`src/rtl/pipe_hazard_ctrl.sv`:
```
// pipe_hazard_ctrl: per-stage hold/flush generation for an NSTAGE in-order
// pipeline. It covers prioritised redirects with a pending handshake toward
// the PC generator, and a load-use sequencer that can add extra bubbles.
// Optional build macro: PIPE_HAZARD_PERF_EN adds stall/flush/load-use
// saturating performance counters.
// Ports:
//   clk, rst_n         clock, asynchronous active-low reset
//   hold_req_i         per-stage stall requests
//   rdr_valid_i/pc_i   redirect requests, index 0 has highest priority
//   lu_req_i           load-use hazard detected in ID
//   lsu_done_i         load data returned
//   redirect_ready_i   PC generator accepts the redirect
//   hold_o, flush_o    per-stage hold / bubble insert
//   redirect_valid_o   redirect presented to the PC generator
//   redirect_pc_o      redirect target
//   lu_busy_o          load-use sequencer active
//   perf_*_o           performance counters (PIPE_HAZARD_PERF_EN only)
module pipe_hazard_ctrl #(
   parameter int unsigned NSTAGE        = 5,
   parameter int unsigned NRDR          = 2,
   parameter int unsigned PC_W          = 32,
   parameter int unsigned RDR_STAGE     = 2,
   parameter int unsigned LU_HOLD_STAGE = 1,
   parameter int unsigned LU_EXTRA      = 0
) (
   input  logic                 clk,
   input  logic                 rst_n,
   input  logic [NSTAGE-1:0]    hold_req_i,
   input  logic [NRDR-1:0]      rdr_valid_i,
   input  logic [NRDR*PC_W-1:0] rdr_pc_i,
   input  logic                 lu_req_i,
   input  logic                 lsu_done_i,
   input  logic                 redirect_ready_i,
   output logic [NSTAGE-1:0]    hold_o,
   output logic [NSTAGE-1:0]    flush_o,
   output logic                 redirect_valid_o,
   output logic [PC_W-1:0]      redirect_pc_o,
   output logic                 lu_busy_o
`ifdef PIPE_HAZARD_PERF_EN
   ,
   output logic [31:0]          perf_stall_o,
   output logic [31:0]          perf_flush_o,
   output logic [31:0]          perf_lu_o
`endif
);

   localparam int unsigned CNT_W = 4;

   typedef enum logic [1:0] {ST_IDLE, ST_WAIT_LOAD, ST_BUBBLE} lu_state_e;

   lu_state_e         state_q, state_d;
   logic [CNT_W-1:0]  cnt_q, cnt_d;
   logic              pend_q, pend_d;
   logic [PC_W-1:0]   pend_pc_q, pend_pc_d;

   logic              hold_hi;
   logic              rdr_acc;
   logic              rdr_found;
   logic [PC_W-1:0]   rdr_pc_sel;
   logic              lu_mask_en;
   logic [NSTAGE-1:0] req;
   logic [NSTAGE-1:0] hold_raw;
   logic [NSTAGE-1:0] hold_c;
   logic [NSTAGE-1:0] flush_c;

   // Hold/flush vectors and redirect arbitration
   always_comb begin
      // Acceptance depends only on stages >= RDR_STAGE, which the load-use
      // mask and the pending bit never touch, so no combinational loop.
      hold_hi = 1'b0;
      for (int unsigned j = RDR_STAGE; j < NSTAGE; j++) hold_hi = hold_hi | hold_req_i[j];
      rdr_acc = (|rdr_valid_i) && !hold_hi;

      rdr_pc_sel = '0;
      rdr_found  = 1'b0;
      for (int unsigned k = 0; k < NRDR; k++) begin
         if (rdr_valid_i[k] && !rdr_found) begin
            rdr_pc_sel = rdr_pc_i[k*PC_W +: PC_W];
            rdr_found  = 1'b1;
         end
      end

      lu_mask_en = (state_q != ST_IDLE) && !rdr_acc;
      req = hold_req_i;
      if (lu_mask_en) begin
         for (int unsigned j = 0; j <= LU_HOLD_STAGE; j++) req[j] = 1'b1;
      end
      if (pend_q) req[0] = 1'b1;

      // A stall in stage j freezes every younger stage
      hold_raw[NSTAGE-1] = req[NSTAGE-1];
      for (int unsigned j = NSTAGE-1; j > 0; j--) hold_raw[j-1] = hold_raw[j] | req[j-1];

      hold_c = hold_raw;
      if (rdr_acc) begin
         for (int unsigned j = 0; j < RDR_STAGE; j++) hold_c[j] = 1'b0;
      end

      flush_c = '0;
      for (int unsigned j = 1; j < NSTAGE; j++) flush_c[j] = hold_c[j-1] & ~hold_c[j];
      if (pend_q) flush_c[0] = 1'b1;
      if (rdr_acc) begin
         for (int unsigned j = 0; j < RDR_STAGE; j++) flush_c[j] = 1'b1;
      end
   end

   // Load-use sequencer and pending-redirect next state
   always_comb begin
      state_d   = state_q;
      cnt_d     = cnt_q;
      pend_d    = pend_q;
      pend_pc_d = pend_pc_q;

      if (rdr_acc) begin
         state_d = ST_IDLE;
         cnt_d   = '0;
      end else begin
         case (state_q)
            ST_IDLE: begin
               if (lu_req_i && !hold_raw[LU_HOLD_STAGE+1]) state_d = ST_WAIT_LOAD;
            end
            ST_WAIT_LOAD: begin
               if (lsu_done_i) begin
                  if (LU_EXTRA == 0) begin
                     state_d = ST_IDLE;
                  end else begin
                     state_d = ST_BUBBLE;
                     cnt_d   = CNT_W'(LU_EXTRA);
                  end
               end
            end
            ST_BUBBLE: begin
               if (cnt_q <= CNT_W'(1)) begin
                  state_d = ST_IDLE;
                  cnt_d   = '0;
               end else begin
                  cnt_d = cnt_q - CNT_W'(1);
               end
            end
            default: state_d = ST_IDLE;
         endcase
      end

      // A new redirect overwrites any pending target
      if (rdr_acc) begin
         pend_d    = !redirect_ready_i;
         pend_pc_d = rdr_pc_sel;
      end else if (pend_q && redirect_ready_i) begin
         pend_d = 1'b0;
      end
   end

   always_ff @(posedge clk or negedge rst_n) begin
      if (!rst_n) begin
         state_q   <= ST_IDLE;
         cnt_q     <= '0;
         pend_q    <= 1'b0;
         pend_pc_q <= '0;
      end else begin
         state_q   <= state_d;
         cnt_q     <= cnt_d;
         pend_q    <= pend_d;
         pend_pc_q <= pend_pc_d;
      end
   end

   // Outputs are combinational (zero-latency redirect) and forced low in reset
   assign hold_o           = rst_n ? hold_c : '0;
   assign flush_o          = rst_n ? flush_c : '0;
   assign redirect_valid_o = rst_n & (rdr_acc | pend_q);
   assign redirect_pc_o    = !rst_n ? '0 : (rdr_acc ? rdr_pc_sel : pend_pc_q);
   assign lu_busy_o        = rst_n & (state_q != ST_IDLE);

`ifdef PIPE_HAZARD_PERF_EN
   logic [31:0] stall_cnt_q, stall_cnt_d;
   logic [31:0] flush_cnt_q, flush_cnt_d;
   logic [31:0] lu_cnt_q, lu_cnt_d;

   // Saturating event counters
   always_comb begin
      stall_cnt_d = stall_cnt_q;
      flush_cnt_d = flush_cnt_q;
      lu_cnt_d    = lu_cnt_q;
      if (hold_c[0] && stall_cnt_q != '1) stall_cnt_d = stall_cnt_q + 32'd1;
      if (rdr_acc && flush_cnt_q != '1) flush_cnt_d = flush_cnt_q + 32'd1;
      if (state_q == ST_IDLE && state_d == ST_WAIT_LOAD && lu_cnt_q != '1)
         lu_cnt_d = lu_cnt_q + 32'd1;
   end

   always_ff @(posedge clk or negedge rst_n) begin
      if (!rst_n) begin
         stall_cnt_q <= '0;
         flush_cnt_q <= '0;
         lu_cnt_q    <= '0;
      end else begin
         stall_cnt_q <= stall_cnt_d;
         flush_cnt_q <= flush_cnt_d;
         lu_cnt_q    <= lu_cnt_d;
      end
   end

   assign perf_stall_o = stall_cnt_q;
   assign perf_flush_o = flush_cnt_q;
   assign perf_lu_o    = lu_cnt_q;
`endif

endmodule

```
`config.mk`:
```
export PLATFORM = sky130hd
export DESIGN_NAME = pipe_hazard_ctrl
export DESIGN_NICKNAME = d
export VERILOG_FILES = /design/src/rtl/pipe_hazard_ctrl.sv
export SDC_FILE = /design/constraint.sdc
export NUM_CORES = 1
export LEC_CHECK = 0
export BUFFER_PORTS_ARGS = -buffer_cell sky130_fd_sc_hd__buf_2
export CAP_MARGIN = 20
export CORE_AREA = 2 2 77 79
export DETAILED_ROUTE_END_ITERATION = 6
export DIE_AREA = 0 0 79 81
export GPL_TIMING_DRIVEN = 0
export PLACE_DENSITY = 0.85
export SYNTH_ARGS = -nofsm -noshare
export SYNTH_HDL_FRONTEND = slang
export SYNTH_SLANG_ARGS = --single-unit
```
`constraint.sdc`:
```
create_clock -name clk -period 1.4 [get_ports clk]
set_input_delay 0.28 -clock clk [delete_from_list [all_inputs] [get_ports clk]]
set_output_delay 0.28 -clock clk [all_outputs]
set_load 0.1 [all_outputs]
```
==> results of run 1 <==
## layer usage
metal  global-route usage (%)  routed length (um)
met1                     36.7                3720
met3                     7.00                 665
met4                     14.7                 424
met5                        0                   0
met2                     57.9                5520
## sequential cells by signal (all words and copies together), names as in the netlist
signal / cells
state_q: 1
pend_pc_q: 32
pend_q: 1
## repair_timing
item | 4_1_cts | 5_1_grt
gates cloned | 4 | 1
resized for setup | 204 | 29
buffers inserted | 21 | 7
pin swaps | 8 | 19
endpoints found under the setup margin | 44 | 61
hold buffers | 2 | 0
hold endpoints to repair | 34 | 0
## worst min path at each step
stage                           startpoint            to  depth (start not counted)
after global placement               rst_n  pend_pc_q[1]                          1
after CTS                 redirect_ready_i        pend_q                          2
after floorplan                      rst_n  pend_pc_q[0]                          0
after global routing      redirect_ready_i        pend_q                          2
after detailed placement             rst_n  pend_pc_q[1]                          1
final                     redirect_ready_i        pend_q                          2
## cell usage after synthesis, types with 2 or more instances
master	count	area, um2
o21ai_1	45	225
dfrtp_1	34	851
nand2_1	33	124
a22oi_1	32	240
o22ai_1	31	194
o21ai_0	20	100
buf_2	11	55.1
nor2_1	10	37.5
clkbuf_1	6	22.5
buf_4	4	30.0
buf_6	4	45.0
buf_8	3	45.0
and2_1	2	12.5
clkbuf_2	2	10.0
inv_1	2	7.51
## cells by family after synthesis
group	share of synthesized area, %
buffers and inverters	9.94
AND/OR/NAND/NOR	13.8
AO/OA/AOI/OAI	37.0
flip-flops	39.3
## power breakdown
part / internal [mW] / total, mW / switching [mW]
Clock: 0.342 / 0.691 / 0.349
Sequential: 1.15 / 1.24 / 0.0958
Combinational: 0.946 / 2.47 / 1.52
## final cells by class
class	instances	area, um2	area share [%]
plain buffers	27	297	6.31
clock buffers	7	76.3	1.62
inverters	2	11.3	0.240
multi-input cells	189	1680	35.8
flip-flops and latches	34	851	18.1
well taps	75	93.8	2.00
repair buffers	151	1690	35.9
## layout by cell type (no fill, tap or decap), types with 2 or more instances in the layout
cell            n
buf_4          13
o22ai_4        32
o21ai_1        50
clkbuf_2        6
dlygate4sd3_1   2
buf_6          24
nor2_4          9
a22oi_1        26
clkbuf_1        3
nor2_1          2
buf_16          3
o21ai_2         2
buf_8           4
a22oi_2         6
o21ai_0        12
nand2_1        32
buf_2          73
buf_12         49
nand2_2         2
dfrtp_1        34
clkbuf_8        6
==> results.cfg, run 1 <==
[critical_path]
rrSetupSlack_ns = 0.23
cp-startpoint = hold_req_i[2]
cp.required_ns = 1.12
endpoint = flush_o[1]
worst-path-stages = 9
crit_buf_inv = 6
cp_slowest_cell = nor3_4
crit_top_cell = buf_6
reg2reg_to = state_q[0]
worst_ep_arrival_time_ns = 1.60
end_kind = output pin
crit_chain = buf_8, nor3_4, buf_12, buf_6, buf_6, o21ai_4, buf_6, a211oi_4, buf_12
r2r-start = state_q[0]
slowest_delay_ns = 0.23
critPathKind = in -> out
worst_setup_path_start_kind = input pin
critPathMaxFanout = 3
reg2regPathDepth = 3
cpLargestDelayFamily = buffers and inverters

[yosys]
synth_ff_type = dfrtp_1
synth_edf_count = 0
ys_seq_area_share_pct = 39.3
synth.avg_cell_area_um2 = 8.49
async_flop_share_pct = 100
synthesis.area_um2 = 2160
ys_types = 31
ys_warn_count = 0
synthesis.nets = 331
netlist_instances = 255
yosys_register_bits = 34

[timing]
slew_headroom_pct = 50.6
setup_slack_ns = -0.478
slew_violations = 0
fin_crit_sh_pct = 134
skew_ns = 0
whs_ns = 0.163
setup_violations = 39
fmax_mhz = 533
fin_setup_tns_ns = -15.65
min_period_ns = 1.88
tightest_slew_ns = 0.739
hold_viol_final = 0
grt_setup_unrepaired = true

[power]
power_density_nw_per_um2 = 936
p_total_mw = 4.40
cellLeakagePower_nw = 1.89
max-vdd-ir-drop_uv = 778

[job]
cap_violations = 0

[route]
drt-initial-drc-count = 218
firstDrtPassIters = 4
wl_per_cell_um = 21.3
drc = 0
wl_mm = 10.3
ant_nets = 0
routed_via_density = 5.84
vias = 2831

[worst_hold_path]
hp-class = in -> reg

[status]
status = finished with violations
violations = negative setup slack

[die]
dieArea_um2 = 6400
initial_utilization_pct = 38.1
io_pins = 120
core_area_um2 = 5680
die_w_um = 79
rows = 28
die_y_um = 81

[final_layout]
n_fill_cell = 292
final_cells = 485
n_antenna_cell = 0
final_nets = 486
area_delta_synth_final_pct = 117
post-route-util_pct = 82.8
design_area_um2 = 4700
drive_gt1_share_pct = 59.8

[global_routing]
antenna_found_initial = 0
grt_usage_pct = 32.2
grt_pass1_vias = 2985
grt_pass1_wl_mm = 15.6
grt-ovfl-total = 0
grt_max_degree = 19

[placement]
place_congestion = 0.760
dpl_worst_slack_ns = -1.28
placed_cell_area_um2 = 3490
port_buffers = 118
dp_hpwl_mm = 5.23
dpl.cell_count = 448

[clock_network]
htree_levels = 2
clock_path_buffers = 2
cts_sinks = 34
clk_latency_ns = 0.28
clock-root-buffer = clkbuf_8
cts_tree = done
clk_pin_slew_ns = 0.07
cts_inserted_buffers = 5
(Power assumes the default switching activity.)
==> inputs of run 2 (changes only) <==
Settings changed: BUFFER_PORTS_ARGS -buffer_cell sky130_fd_sc_hd__buf_2 to unset, CORE_AREA 2 2 77 79 to 2 2 76 78, DIE_AREA 0 0 79 81 to 0 0 78 80, DONT_BUFFER_PORTS set to 1, PLACE_DENSITY 0.85 to 0.64.
Clock period 1.4 ns to 2.4 ns, I/O delays scaled along.
==> results.cfg, run 2 (same netlist as run 1, synthesis figures left out) <==
[status]
status = completed

[placement]
port_buffers = 0
placed_cell_area_um2 = 2740
dp_hpwl_mm = 4.73
place_congestion = 0.765
dpl_worst_slack_ns = -0.162
dpl.cell_count = 328

[global_routing]
grt-ovfl-total = 0
met1_usage_pct = 28.4
grt_usage_pct = 22.1
grt_max_degree = 35
grt_pass1_vias = 1926
use_met3_pct = 6.45
gr-usage-met2_pct = 36.8
top_usage_layer = met2
antenna_found_initial = 0
grt_pass1_wl_mm = 10.5

[final_layout]
largest_reg_flops = 32
drive_gt1_share_pct = 34.1
design_area_um2 = 2970
n_antenna_cell = 0
area_delta_synth_final_pct = 37.3
reg.largest.list = pend_pc_q: 32 flops, pend_q: 1 flops, state_q: 1 flops
final_nets = 345
final_common_cell = o21ai_1
final_cells = 342
layout_common_cells = o21ai_1, dfrtp_1, nand2_1
post-route-util_pct = 55.0
regMostFlops = pend_pc_q

[critical_path]
worst_ep_arrival_time_ns = 1.88
reg2reg_to = state_q[0]
critPathKind = in -> out
rrSetupSlack_ns = 1.55
r2r-start = state_q[0]
worst_setup_path_start_kind = input pin
end_kind = output pin
reg2regPathDepth = 2
critPathMaxFanout = 8
cp.required_ns = 1.92

[worst_hold_path]
hp-class = in -> async

[route]
drt-initial-drc-count = 62
wl_per_cell_um = 19.7
vias = 2038
firstDrtPassIters = 4
drc = 0
routed_via_density = 5.96
ant_nets = 0
wl_mm = 6.72

[power]
p_total_mw = 2.13
power_density_nw_per_um2 = 716
cellLeakagePower_nw = 1.03
max-vdd-ir-drop_uv = 318

[timing]
fmax_mhz = 424
setup_slack_ns = 0.0422
hold_viol_final = 0
whs_ns = 0.0201
slew_headroom_pct = 27.0
fin_setup_tns_ns = 0
tightest_slew_ns = 1.09
fin_crit_sh_pct = 98.2
slew_violations = 0
setup_violations = 0
min_period_ns = 2.36
skew_ns = 0

[clock_network]
cts_inserted_buffers = 5
cts_sinks = 34
clock-root-buffer = clkbuf_8
cts_tree = done
clk_latency_ns = 0.29
htree_levels = 2
clock_path_buffers = 2
clk_pin_slew_ns = 0.07

[die]
io_pins = 120
die_y_um = 80
core_area_um2 = 5410
dieArea_um2 = 6240
rows = 27
initial_utilization_pct = 40.0
die_w_um = 78

[job]
cap_violations = 0
## run 2: cell count changes in the layout (fill, tap and decap cells not counted), sizes merged
cell         before  now
clkinvlp          1    0
bufbuf            1    0
dlygate4sd3       2    0
buf             166   29
clkbuf           16   15
clkinv            0    1
inv               1    2
## run 2: repair_timing
item,in CTS,in global routing
hold endpoints to repair,34,0
gates cloned,0,0
pin swaps,18,21
resized for setup,19,9
hold buffers,1,0
buffers inserted,0,5
setup endpoints to repair,35,32
## run 2: critical path, cell delays in order
cell and delay, ns:
buf_4 0.14, or2_1 0.13, buf_6 0.12, o21ai_2 0.09, a211oi_4 0.91
## run 2: cell type report
class	count	area [um2]
clock buffer	7	86.3
sequential	34	851
fill	527	2430
clock inverter	1	5.00
timing repair buffer	7	72.6
multi-input combinational	189	1580
buffer	30	278
tap	72	90.1
inverter	2	7.51
## run 2: worst max-delay path by stage
stage	start	to	slack, ns	depth (start not counted)
after floorplan	hold_req_i[2]	flush_o[2]	-0.26	4
after CTS	rdr_valid_i[0]	redirect_pc_o[9]	-0.002	6
final	rdr_valid_i[0]	flush_o[1]	0.04	5
after global routing	rdr_valid_i[0]	flush_o[1]	-0.009	5
after detailed placement	rdr_valid_i[0]	redirect_pc_o[21]	-0.16	4
after global placement	hold_req_i[2]	flush_o[2]	-0.31	4
## run 2: power breakdown
part	internal (mW)	switching, mW
Sequential	0.668	0.0448
Combinational	0.214	0.753
Clock	0.232	0.217
## run 2: routing by layer
layer	vias up	part of all wire, %
li1	979	-
met1	996	41
met5	-	0
met4	0	0.70
met3	4	5.8
met2	59	52
